--- config.mk ---
export PLATFORM = sky130hd
export DESIGN_NAME = eth_tx
export DESIGN_NICKNAME = d
export VERILOG_FILES = /design/src/rtl/eth_tx.sv
export SDC_FILE = /design/constraint.sdc
export NUM_CORES = 1
export LEC_CHECK = 0
export CAP_MARGIN = 25
export CORE_MARGIN = 3
export CORE_UTILIZATION = 32
export CTS_BUF_LIST = sky130_fd_sc_hd__clkbuf_16
export DETAILED_ROUTE_END_ITERATION = 8
export PLACE_DENSITY_LB_ADDON = 0.12
export REMOVE_ABC_BUFFERS = 1
export SLEW_MARGIN = 10
export SYNTH_ARGS = -nofsm -noshare
export SYNTH_HDL_FRONTEND = slang
export SYNTH_SLANG_ARGS = --single-unit
--- constraint.sdc ---
create_clock -name clk -period 2.1 [get_ports clk]
set_clock_uncertainty 0.1 [all_clocks]
set_input_delay 0.21 -clock clk [delete_from_list [all_inputs] [get_ports clk]]
set_output_delay 0.21 -clock clk [all_outputs]
set_load 0.1 [all_outputs]
--- src/rtl/eth_tx.sv ---
// eth_tx: transmit side of a switch port; drains the packet FIFO onto the output bus with framing checks and inter-packet gap.
// Latency: rd_en to o_valid is 2 cycles; steady-state throughput 1 word/cycle.
// Backpressure: i_stall freezes the output register; the one word already in flight parks in a 1-entry skid.
//
// Ports:
//   clk, rstn          clock, asynchronous active-low reset
//   rd_data/empty      FIFO read side; rd_data = {data[31:0], start, end}, valid the cycle after rd_en
//   rd_en              FIFO read enable (never asserted while empty)
//   i_stall            downstream stall; output bus holds while high and o_valid
//   o_data/o_start/o_end/o_valid   output packet bus
//   pkt_cnt            count of transferred end words, wraps
//   err_drop           one-cycle pulse on a framing error (orphan word dropped or packet truncated)
module eth_tx #(
    parameter int IPG_CYCLES = 2,
    parameter int CNT_W      = 16
) (
    input  logic             clk,
    input  logic             rstn,
    input  logic [33:0]      rd_data,
    input  logic             empty,
    output logic             rd_en,
    input  logic             i_stall,
    output logic [31:0]      o_data,
    output logic             o_start,
    output logic             o_end,
    output logic             o_valid,
    output logic [CNT_W-1:0] pkt_cnt,
    output logic             err_drop
);

    typedef enum logic [1:0] {
        IDLE = 2'd0,
        PKT  = 2'd1,
        GAP  = 2'd2
    } state_t;

    // The cycle the end word transfers already counts as the first gap cycle,
    // and the last gap cycle is the one in which the next start word loads
    // (it is presented one cycle later). So the GAP state itself only needs
    // IPG_CYCLES-1 further blocking cycles.
    localparam int GAP_W = (IPG_CYCLES > 1) ? $clog2(IPG_CYCLES) : 1;
    localparam logic [GAP_W-1:0] GAP_LOAD = (IPG_CYCLES > 0) ? GAP_W'(IPG_CYCLES - 1) : '0;

    state_t           state, state_nxt, cur;
    logic [GAP_W-1:0] gap_cnt, gap_nxt;
    logic             run;
    logic             rd_pend;
    logic             skid_vld, skid_vld_nxt;
    logic [33:0]      skid_dat;

    logic [33:0]      cand;
    logic             cand_vld;
    logic             xfer, out_free, end_xfer;
    logic             load, drop, take, err_nxt;

    always_comb begin
        cand_vld = skid_vld | rd_pend;
        // skid is older than anything arriving, so it always goes first
        cand     = skid_vld ? skid_dat : rd_data;
        xfer     = o_valid & ~i_stall;
        out_free = ~o_valid | ~i_stall;
        end_xfer = xfer & o_end;

        state_nxt = state;
        gap_nxt   = gap_cnt;
        cur       = state;

        // cur is the state the current candidate is judged against: the
        // packet ends the moment its end word transfers, not a cycle later.
        if (end_xfer) begin
            if (IPG_CYCLES == 0) begin
                state_nxt = IDLE;
                cur       = IDLE;
            end else begin
                state_nxt = GAP;
                cur       = GAP;
                gap_nxt   = GAP_LOAD;
            end
        end else if (state == GAP) begin
            if (gap_cnt == '0) begin
                state_nxt = IDLE;
                cur       = IDLE;
            end else begin
                gap_nxt = gap_cnt - 1'b1;
            end
        end

        load    = 1'b0;
        drop    = 1'b0;
        err_nxt = 1'b0;
        if (cand_vld) begin
            case (cur)
                IDLE: begin
                    if (!cand[1]) begin
                        drop    = 1'b1;
                        err_nxt = 1'b1;
                    end else if (out_free) begin
                        load = 1'b1;
                    end
                end
                PKT: begin
                    if (out_free) begin
                        load    = 1'b1;
                        // a start inside a packet truncates the old one
                        err_nxt = cand[1];
                    end
                end
                default: ;
            endcase
        end

        // Once a word sits in the output register the packet is in flight;
        // the move to GAP happens when its end word actually transfers.
        if (load) begin
            state_nxt = PKT;
        end

        take = load | drop;

        // A read is only issued when the skid will be empty next cycle, so a
        // held skid word and an arriving word never coincide.
        skid_vld_nxt = skid_vld;
        if (take) begin
            skid_vld_nxt = 1'b0;
        end else if (rd_pend) begin
            skid_vld_nxt = 1'b1;
        end

        rd_en = run & ~empty & ~skid_vld & ~(i_stall & o_valid) & ~skid_vld_nxt;
    end

    always_ff @(posedge clk or negedge rstn) begin
        if (!rstn) begin
            state    <= IDLE;
            gap_cnt  <= '0;
            run      <= 1'b0;
            rd_pend  <= 1'b0;
            skid_vld <= 1'b0;
            skid_dat <= '0;
            o_data   <= '0;
            o_start  <= 1'b0;
            o_end    <= 1'b0;
            o_valid  <= 1'b0;
            pkt_cnt  <= '0;
            err_drop <= 1'b0;
        end else begin
            // holds reads off for the first cycle after reset release
            run      <= 1'b1;
            state    <= state_nxt;
            gap_cnt  <= gap_nxt;
            rd_pend  <= rd_en;
            skid_vld <= skid_vld_nxt;
            err_drop <= err_nxt;

            if (!take && rd_pend) begin
                skid_dat <= rd_data;
            end

            if (end_xfer) begin
                pkt_cnt <= pkt_cnt + 1'b1;
            end

            if (load) begin
                o_data  <= cand[33:2];
                o_start <= cand[1];
                o_end   <= cand[0];
                o_valid <= 1'b1;
            end else if (xfer) begin
                o_data  <= '0;
                o_start <= 1'b0;
                o_end   <= 1'b0;
                o_valid <= 1'b0;
            end
        end
    end

endmodule

==> impl_metrics.yaml, run 1 <==
synthesis:
  syn_area_um2: 3870
  synth_top_area_cell: "dfrtp_1"
  yosysTopAreaCellShare: 0.594
  async_flop_share: 1.00
  ys_seq_area_frac: 0.594
  yosysWarnings: 0
  ys_seq_elements: 92
  synth_edf_count: 0
  synth.avg_cell_area_um2: 13.9
  synth_ff_type: "dfrtp_1"
  synth_cells: 278
  yosysUniqueCellTypes: 34
  synthTopCellsByArea: "dfrtp_1 (59%), mux2_2 (9.9%), mux2i_1 (8.5%)"
global_routing:
  use_met1: 0.197
  grt_overflow_total: 0
  use_met2: 0.210
  groute.usage.overall: 0.141
  use_met3: 0.0313
  grt_pass1_wl_um: 14400
  grt_antenna_before_repair: 0
  grt_pass1_vias: 2652
  grt_max_degree: 46
  grt_busiest_layer: "met2"
critical_path:
  rr_worst_depth: 8
  rr_startpoint: "skid_vld"
  r2r_slack_ns: 0.10
  crit_chain: "o21a_1 -> or2_4 -> o21ai_4 -> and4_4 -> buf_12"
  cpLargestDelayFamily: "simple AND/OR/NAND/NOR gates"
  worstSetupStartpointType: "register"
  crit_buf_inv: 1
  arrival_ns: 1.77
  crit_fanout: 2
  cp.depth: 5
  worstPathRequired_ns: 1.79
  cpPeakStageDelay_ns: 0.38
  cpMaxStageDelayCell: "dfrtp_1"
  cp-end-kind: "output pin"
  r2r_end: "o_data[12]"
  crit_type: "register to output pin"
timing:
  layout_min_cycle_time_ns: 2.08
  fin_crit_sh: 0.989
  fmax_mhz: 481
  slew_violations: 0
  relSlewSlack: 0.654
  hold_viol: 0
  rsz0062_at_grt: "yes"
  worst-slew-pin-transition_ns: 0.520
  setup_viol: 0
power:
  power_leakage_nw: 2.36
  ir_worst_vdd_v: 0.000791
  power_density_nw_per_um2: 1650
  netSwitchingPower_mw: 4.03
  pwr-share-seq: 0.323
  switching_share: 0.464
  clkPwrFrac: 0.161
  p_comb_frac: 0.516
  p_int_mw: 4.66
clocking:
  clockBufferDepth: 2
  cts_max_level: 3
  cts_tree: "yes"
  cts_root_buf: "clkbuf_16"
  clkSlewWorstSetupHoldPaths_ns: 0.06
  clock_sinks: 92
  clock_latency_ns: 0.33
  cts_buffers: 9
placed_design:
  place_area_um2: 4970
  gp_congestion: 0.757
  portBuffers: 90
  hpwl_um: 5970
floorplan:
  die-area_um2: 13500
  start_util: 0.334
  core-area_um2: 11600
  row_count: 39
  ios: 91
  die_w_um: 116
  die_h_um: 116
cells_and_area:
  area_growth_pct: 36.2
  n_fill_cell: 1108
  final_cell_area_um2: 5280
  final_core_util: 0.454
  multi_input_area_um2: 1500
  drive_above_1_share: 0.334
  n_antenna_cell: 0
  seq_area_um2: 2300
  layout.nets: 430
route:
  drt-pass1-iter-count: 4
  wire_per_inst_um: 16.4
  vias: 2591
  drtIter0Drc: 123
  drtAntennaViolNets: 0
  drc: 0
  via_per_inst: 4.82
  routed_wirelength_um: 8810
worst_hold_path:
  hold_path.class: "input port to asynchronous set/reset pin"
job:
  cap_viol_max_count: 0
outcome:
  status: "completed"
[routing by layer]
metal  vias up  wire, µm
li1       1243         -
met1      1281      4170
met2        57      4110
met3        10       361
met4         0       172
met5         -         0
[power by group through the flow]
stage	combinational [mW]	sequential (mW)	clock [mW]
after floorplan	1.23	4.80	0
after global placement	4.43	2.82	0
after detailed placement	4.47	2.83	0
after CTS	4.52	2.81	1.48
after global routing	4.71	2.89	1.55
final	4.48	2.81	1.40
[area by class of cell]
type,count,area share
repair buffers,116,0.197
well taps,143,0.0339
clock inverters,6,0.00474
inverters,3,0.00213
multi-input cells,169,0.283
flip-flops and latches,92,0.436
clock buffers,9,0.0427
[worst max-delay path by stage]
stage	slack, ns	endpoint	startpoint
5_1_grt	-0.05	rd_en	gap_cnt
4_1_cts	0.01	rd_en	state[0]
6_report	0.02	rd_en	gap_cnt
2_1_floorplan	-1.73	rd_en	skid_vld
3_5_place_dp	-0.16	skid_dat[3]	i_stall
3_3_place_gp	-0.14	skid_dat[18]	i_stall
[flip-flops by register name, summed over array words and instances (netlist names)]
name      count
skid_dat     34
o_end         1
err_drop      1
o_start       1
run           1
o_valid       1
o_data       32
skid_vld      1
gap_cnt       1
pkt_cnt      16
rd_pend       1
state         2
[metrics by stage]
stage / TNS, ns / std cells / worst slack [ns] / hold WS, ns / power, mW
2_1_floorplan: -80.95 / 264 / -1.73 / -0.186 / 6.03
3_3_place_gp: -3.52 / 518 / -0.140 / 0.127 / 7.24
3_5_place_dp: -4.33 / 518 / -0.165 / 0.135 / 7.30
4_1_cts: 0 / 537 / 0.0142 / 0.311 / 8.81
5_1_grt: -0.0481 / 538 / -0.0481 / 0.350 / 9.16
6_report: 0 / 538 / 0.0223 / 0.302 / 8.69
[cells in the final DEF, fill, tap and decap left out, types with 4 or more instances in the layout]
cell             count
mux2_2              34
inv_1                5
nand3_1              5
nor2_1               8
xnor2_1             10
xor2_1               5
o2bb2ai_1           34
mux2i_1             33
clkdlybuf4s50_1     36
clkbuf_16            9
nand2_1             14
buf_4               73
nand4_1              4
buf_12               6
dfrtp_1             91
[repair_timing]
action                     4_1_cts  5_1_grt
gates resized for setup          4        0
hold endpoints to repair        37        0
cloned                           0        0
setup endpoints to repair        1        1
setup buffers                    3        1
hold buffers                     1        0
pin swaps                        2        1
[cells in the mapped netlist (all sizes together) (2+ instances only)]
library cell / number
dfrtp: 92
mux2i: 35
mux2: 34
o2bb2ai: 34
nand2: 14
buf: 10
xnor2: 10
nor2: 8
nand3: 5
xor2: 5
clkbuf: 4
nand4: 4
inv: 3
nor4: 3
a2111oi: 2
a21oi: 2
o21ai: 2
[cells by family (layout without fill, tap and decap cells)]
family	count (synthesis)	in the layout	synth area share
other	1	1	0.000968
adders and majority gates	1	1	0.00323
and+or+nand+nor	41	41	0.0526
xor gates and xnor gates	15	15	0.0339
muxes	69	69	0.191
DFF	92	92	0.594
buffers and inverters	17	134	0.0255
AOI/OAI and AO/OA	42	42	0.0982
Power figures use the tool's default switching activity.
==> run 2, diff against run 1 <==
--- a/config.mk
+++ b/config.mk
@@ -6,7 +6,6 @@
 export NUM_CORES = 1
 export LEC_CHECK = 0
 export CAP_MARGIN = 25
-export CORE_MARGIN = 3
 export CORE_UTILIZATION = 32
 export CTS_BUF_LIST = sky130_fd_sc_hd__clkbuf_16
 export DETAILED_ROUTE_END_ITERATION = 8
==> impl_metrics.yaml, run 2 (synthesis results as in run 1) <==
critical_path:
  r2r_slack_ns: 0.15
  rr_worst_depth: 7
  rr_startpoint: "skid_vld"
  cpPeakStageDelay_ns: 0.40
  cpLargestDelayFamily: "simple AND/OR/NAND/NOR gates"
  crit_buf_inv: 1
  worstSetupStartpointType: "register"
  r2r_end: "o_data[29]"
  crit_chain: "o21a_1 -> or2_4 -> o21ai_4 -> and4_4 -> buf_12"
  crit_fanout: 4
  crit_type: "register to output pin"
  arrival_ns: 1.74
  cpMaxStageDelayCell: "dfrtp_1"
  worstPathRequired_ns: 1.79
  cp-end-kind: "output pin"
timing:
  rsz0062_at_grt: "yes"
  slew_violations: 0
  setup_viol: 0
  layout_min_cycle_time_ns: 2.05
  setup_tns_ns: 0
  whs_ns: 0.228
  hold_viol: 0
  layout_setup_ws_ns: 0.0489
  fmax_mhz: 488
  fin_crit_sh: 0.977
placed_design:
  dp.cells: 517
  hpwl_um: 5540
  post-place-ws_ns: -0.106
  portBuffers: 90
  gp_congestion: 0.703
  place_area_um2: 4950
cells_and_area:
  final_cells: 536
  area_growth_pct: 36.5
  regMostFlops: "skid_dat"
  multi_input_area_um2: 1500
  layout.nets: 428
  drive_above_1_share: 0.338
  largestRegisters: "skid_dat: 34 flops, o_data: 32 flops, pkt_cnt: 16 flops"
  n_antenna_cell: 0
  final_cell_area_um2: 5290
  mostFrequentLayoutCells: "dfrtp_1 (91), buf_4 (71), clkdlybuf4s50_1 (36), mux2_2 (34), o2bb2ai_1 (34)"
  layout_commonest_cell: "dfrtp_1"
  n_fill_cell: 1087
  largest_reg_flops: 34
  seq_area_um2: 2300
floorplan:
  core-area_um2: 11600
  die_h_um: 112
  die-area_um2: 12500
  start_util: 0.334
  row_count: 39
  die_w_um: 112
  ios: 91
job:
  cap_viol_max_count: 0
clocking:
  clock_sinks: 92
  cts_tree: "yes"
  clkSlewWorstSetupHoldPaths_ns: 0.06
  clockBufferDepth: 2
  cts_root_buf: "clkbuf_16"
  cts_max_level: 3
  clock_latency_ns: 0.33
  cts_buffers: 9
global_routing:
  grt_pass1_wl_um: 13800
  groute.usage.overall: 0.142
  grt_max_degree: 35
  grt_antenna_before_repair: 0
  grt_overflow_total: 0
  grt_pass1_vias: 2657
worst_hold_path:
  hold_path.class: "input port to asynchronous set/reset pin"
outcome:
  violations: "DRC"
  status: "complete, but fails checks"
route:
  wl_met3_um: 397
  wl_met1_um: 3950
  drc: 6
  drt-pass1-iter-count: 6
  via_per_inst: 4.85
  routed_wirelength_um: 8390
  maxUsedRoutingLayer: "met4"
  dr_wl_met2_um: 3910
  drtIter0Drc: 147
  drtAntennaViolNets: 0
  wire_per_inst_um: 15.7
  vias: 2600
power:
  power_leakage_nw: 2.35
  power_density_nw_per_um2: 1660
  ir_worst_vdd_v: 0.000933
run 2: changes by cell type in the layout (fill, tap and decap cells not counted), sizes merged:
cell,change
buf,-2
inv,-2
bufinv,+1
clkinv,+1
run 2: what timing repair did:
action,CTS,global route
setup endpoints to repair,1,1
pin swaps,1,2
gates resized for setup,4,1
endpoints found under the hold margin,23,0
hold buffers,1,0
setup buffers,2,1
run 2: cell type report:
type,instances,share of cell area
clock inverter,6,0.0106
tap,143,0.0338
clock buffer,9,0.0426
multi-input combinational,169,0.283
inverter,3,0.00213
sequential,92,0.436
timing repair buffer,114,0.192
run 2: power by group:
group / total (mW) / internal (mW) / switching [mW]
Combinational: 4.44 / 1.42 / 3.02
Sequential: 2.80 / 2.43 / 0.371
Clock: 1.55 / 0.905 / 0.642
Total: 8.79 / 4.75 / 4.04
run 2: through the flow:
stage | total power, mW | util
global placement | 7.20 | 0.427
CTS | 8.87 | 0.454
floorplan | 6.03 | -
detailed placement | 7.24 | 0.427
finish | 8.79 | 0.455
global route | 9.21 | 0.455
run 2: routing by layer:
layer | track usage | vias up
met5 | 0 | -
met4 | 0.0587 | 0
met3 | 0.0324 | 12
met2 | 0.229 | 55
met1 | 0.186 | 1296
li1 | - | 1237
run 2: worst max path at each step:
stage	startpoint	endpoint	cells after the start
detailed placement	i_stall	skid_dat[17]	6
floorplan	skid_vld	rd_en	4
CTS	state[0]	rd_en	5
global route	state[0]	rd_en	5
finish	state[0]	rd_en	5
global placement	i_stall	skid_dat[6]	6
run 2: worst register-to-register path, stage by stage (launching register included):
cell and delay, ns:
dfrtp_2 0.44, mux2i_4 0.20, buf_4 0.15, a2111oi_4 0.36
buf_4 0.18, mux2i_4 0.08, buf_12 0.18, o2bb2ai_1 0.14
==> run 3, diff against run 2 <==
--- a/config.mk
+++ b/config.mk
@@ -9,6 +9,7 @@
 export CORE_UTILIZATION = 32
 export CTS_BUF_LIST = sky130_fd_sc_hd__clkbuf_16
 export DETAILED_ROUTE_END_ITERATION = 8
+export GPL_TIMING_DRIVEN = 0
 export PLACE_DENSITY_LB_ADDON = 0.12
 export REMOVE_ABC_BUFFERS = 1
 export SLEW_MARGIN = 10
==> impl_metrics.yaml, run 3 (synthesis results as in run 1) <==
floorplan:
  die_h_um: 112
  die_w_um: 112
  start_util: 0.334
  row_count: 39
  core-area_um2: 11600
  ios: 91
  die-area_um2: 12500
critical_path:
  worstPathRequired_ns: 1.79
  crit_chain: "and3b_4 -> or2_4 -> o21ai_4 -> and4_4 -> buf_12"
  arrival_ns: 1.87
  worstSetupStartpointType: "register"
  cpPeakStageDelay_ns: 0.43
  crit_buf_inv: 1
  crit_type: "register to output pin"
  cpMaxStageDelayCell: "dfrtp_2"
  cpLargestDelayFamily: "simple AND/OR/NAND/NOR gates"
  cp-end-kind: "output pin"
  crit_fanout: 5
cells_and_area:
  area_growth_pct: 45.0
  layout.nets: 429
  regMostFlops: "skid_dat"
  n_antenna_cell: 0
  largestRegisters: "skid_dat: 34 flops, o_data: 32 flops, pkt_cnt: 16 flops"
  layout_commonest_cell: "dfrtp_1"
  final_cell_area_um2: 5620
  drive_above_1_share: 0.251
  mostFrequentLayoutCells: "dfrtp_1 (89), dlygate4sd2_1 (53), clkdlybuf4s50_1 (35), mux2_2 (34), mux2i_1 (33)"
  n_fill_cell: 1061
  largest_reg_flops: 34
route:
  routed_wirelength_um: 9490
  drtIter0Drc: 64
  vias: 2626
  drc: 6
  drt-pass1-iter-count: 6
  wire_per_inst_um: 17.6
  drtAntennaViolNets: 0
  via_per_inst: 4.88
clocking:
  cts_tree: "yes"
  clockBufferDepth: 2
  clkSlewWorstSetupHoldPaths_ns: 0.06
  clock_latency_ns: 0.34
  cts_max_level: 3
  clock_sinks: 92
  cts_buffers: 9
  cts_root_buf: "clkbuf_16"
timing:
  layout_min_cycle_time_ns: 2.18
  fmax_mhz: 459
  worst-slew-pin-transition_ns: 0.985
  slew_violations: 0
  setup_viol: 3
  rsz0062_at_grt: "yes"
  relSlewSlack: 0.346
  fin_crit_sh: 1.04
  hold_viol: 0
  layout_setup_ws_ns: -0.0765
placed_design:
  portBuffers: 90
  gp_congestion: 0.706
  post-place-ws_ns: -1.77
  hpwl_um: 5630
  place_area_um2: 4990
power:
  power_leakage_nw: 2.56
  p_int_mw: 4.96
  pwr-share-seq: 0.305
  switching_share: 0.463
  netSwitchingPower_mw: 4.28
  p_comb_frac: 0.523
  clkPwrFrac: 0.171
  power_density_nw_per_um2: 1650
  ir_worst_vdd_v: 0.000691
outcome:
  violations: "DRC, setup timing"
  status: "complete, but fails checks"
global_routing:
  grt_pass1_wl_um: 14500
  grt_max_degree: 54
  grt_overflow_total: 0
  grt_pass1_vias: 2636
  grt_antenna_before_repair: 0
  groute.usage.overall: 0.151
worst_hold_path:
  hold_path.class: "input port to register"
job:
  cap_viol_max_count: 0
==> run 3: cell types whose count changed in the layout (fill, tap and decap cells not counted), sizes merged <==
cell	previous run	this run
buf	77	22
bufbuf	0	1
clkbuf	9	12
clkdlybuf4s50	36	35
clkinv	5	4
clkinvlp	0	1
dlygate4sd2	0	53
inv	3	4
==> run 3: final cells by class <==
cell class,instances,area (µm²),share of cell area
Multi-Input combinational cell,169,1650,0.293
Sequential cell,92,2310,0.411
Clock inverter,7,58.8,0.0105
Timing Repair Buffer,115,1190,0.211
Tap cell,143,179,0.0319
Clock buffer,9,225,0.0401
Inverter,3,11.3,0.00201
==> run 3: final timing paths <==
path	start	to	slack, ns	cells after the start
min reg2reg	pkt_cnt[15]	pkt_cnt[15]	0.37	1
min in group asynchronous	rstn	o_data[12]	0.30	2
min	i_stall	o_valid	0.29	2
max reg2reg	o_end	skid_dat[17]	0	6
max in group asynchronous	rstn	skid_vld	0.92	3
max	o_end	rd_en	-0.08	5
==> run 3: repair_timing <==
item / 4_1_cts / 5_1_grt
hold buffers: 1 / 0
setup buffers: 9 / 7
pin swaps: 4 / 4
resized for setup: 70 / 24
setup endpoints to repair: 125 / 59
hold endpoints to repair: 39 / 0
gates cloned: 1 / 4
==> run 3: power by group through the flow <==
stage | clock network [mW] | registers (mW) | logic (mW)
after CTS | 1.63 | 2.80 | 4.51
after global routing | 1.70 | 2.91 | 5.08
after detailed placement | 0 | 2.88 | 4.38
final | 1.58 | 2.82 | 4.84
after floorplan | 0 | 4.80 | 1.23
after global placement | 0 | 2.93 | 4.14
==> run 3: per-layer routing <==
layer	vias up	GRT usage	share of wire
met5	-	0	0
met4	0	0.0720	0.017
met2	52	0.239	0.48
met3	11	0.0329	0.047
li1	1241	-	-
met1	1322	0.198	0.46
==> run 3: metrics by stage <==
step | setup TNS (ns) | util | power [mW] | hold slack (ns) | cells
finish | -0.0776 | 0.484 | 9.24 | 0.294 | 538
global route | -1.77 | 0.484 | 9.69 | 0.328 | 538
CTS | -3.35 | 0.464 | 8.93 | 0.263 | 529
detailed placement | -48.90 | 0.430 | 7.27 | 0.144 | 502
global placement | -432.35 | 0.419 | 7.08 | 0.362 | 497
floorplan | -80.95 | - | 6.03 | -0.186 | 264
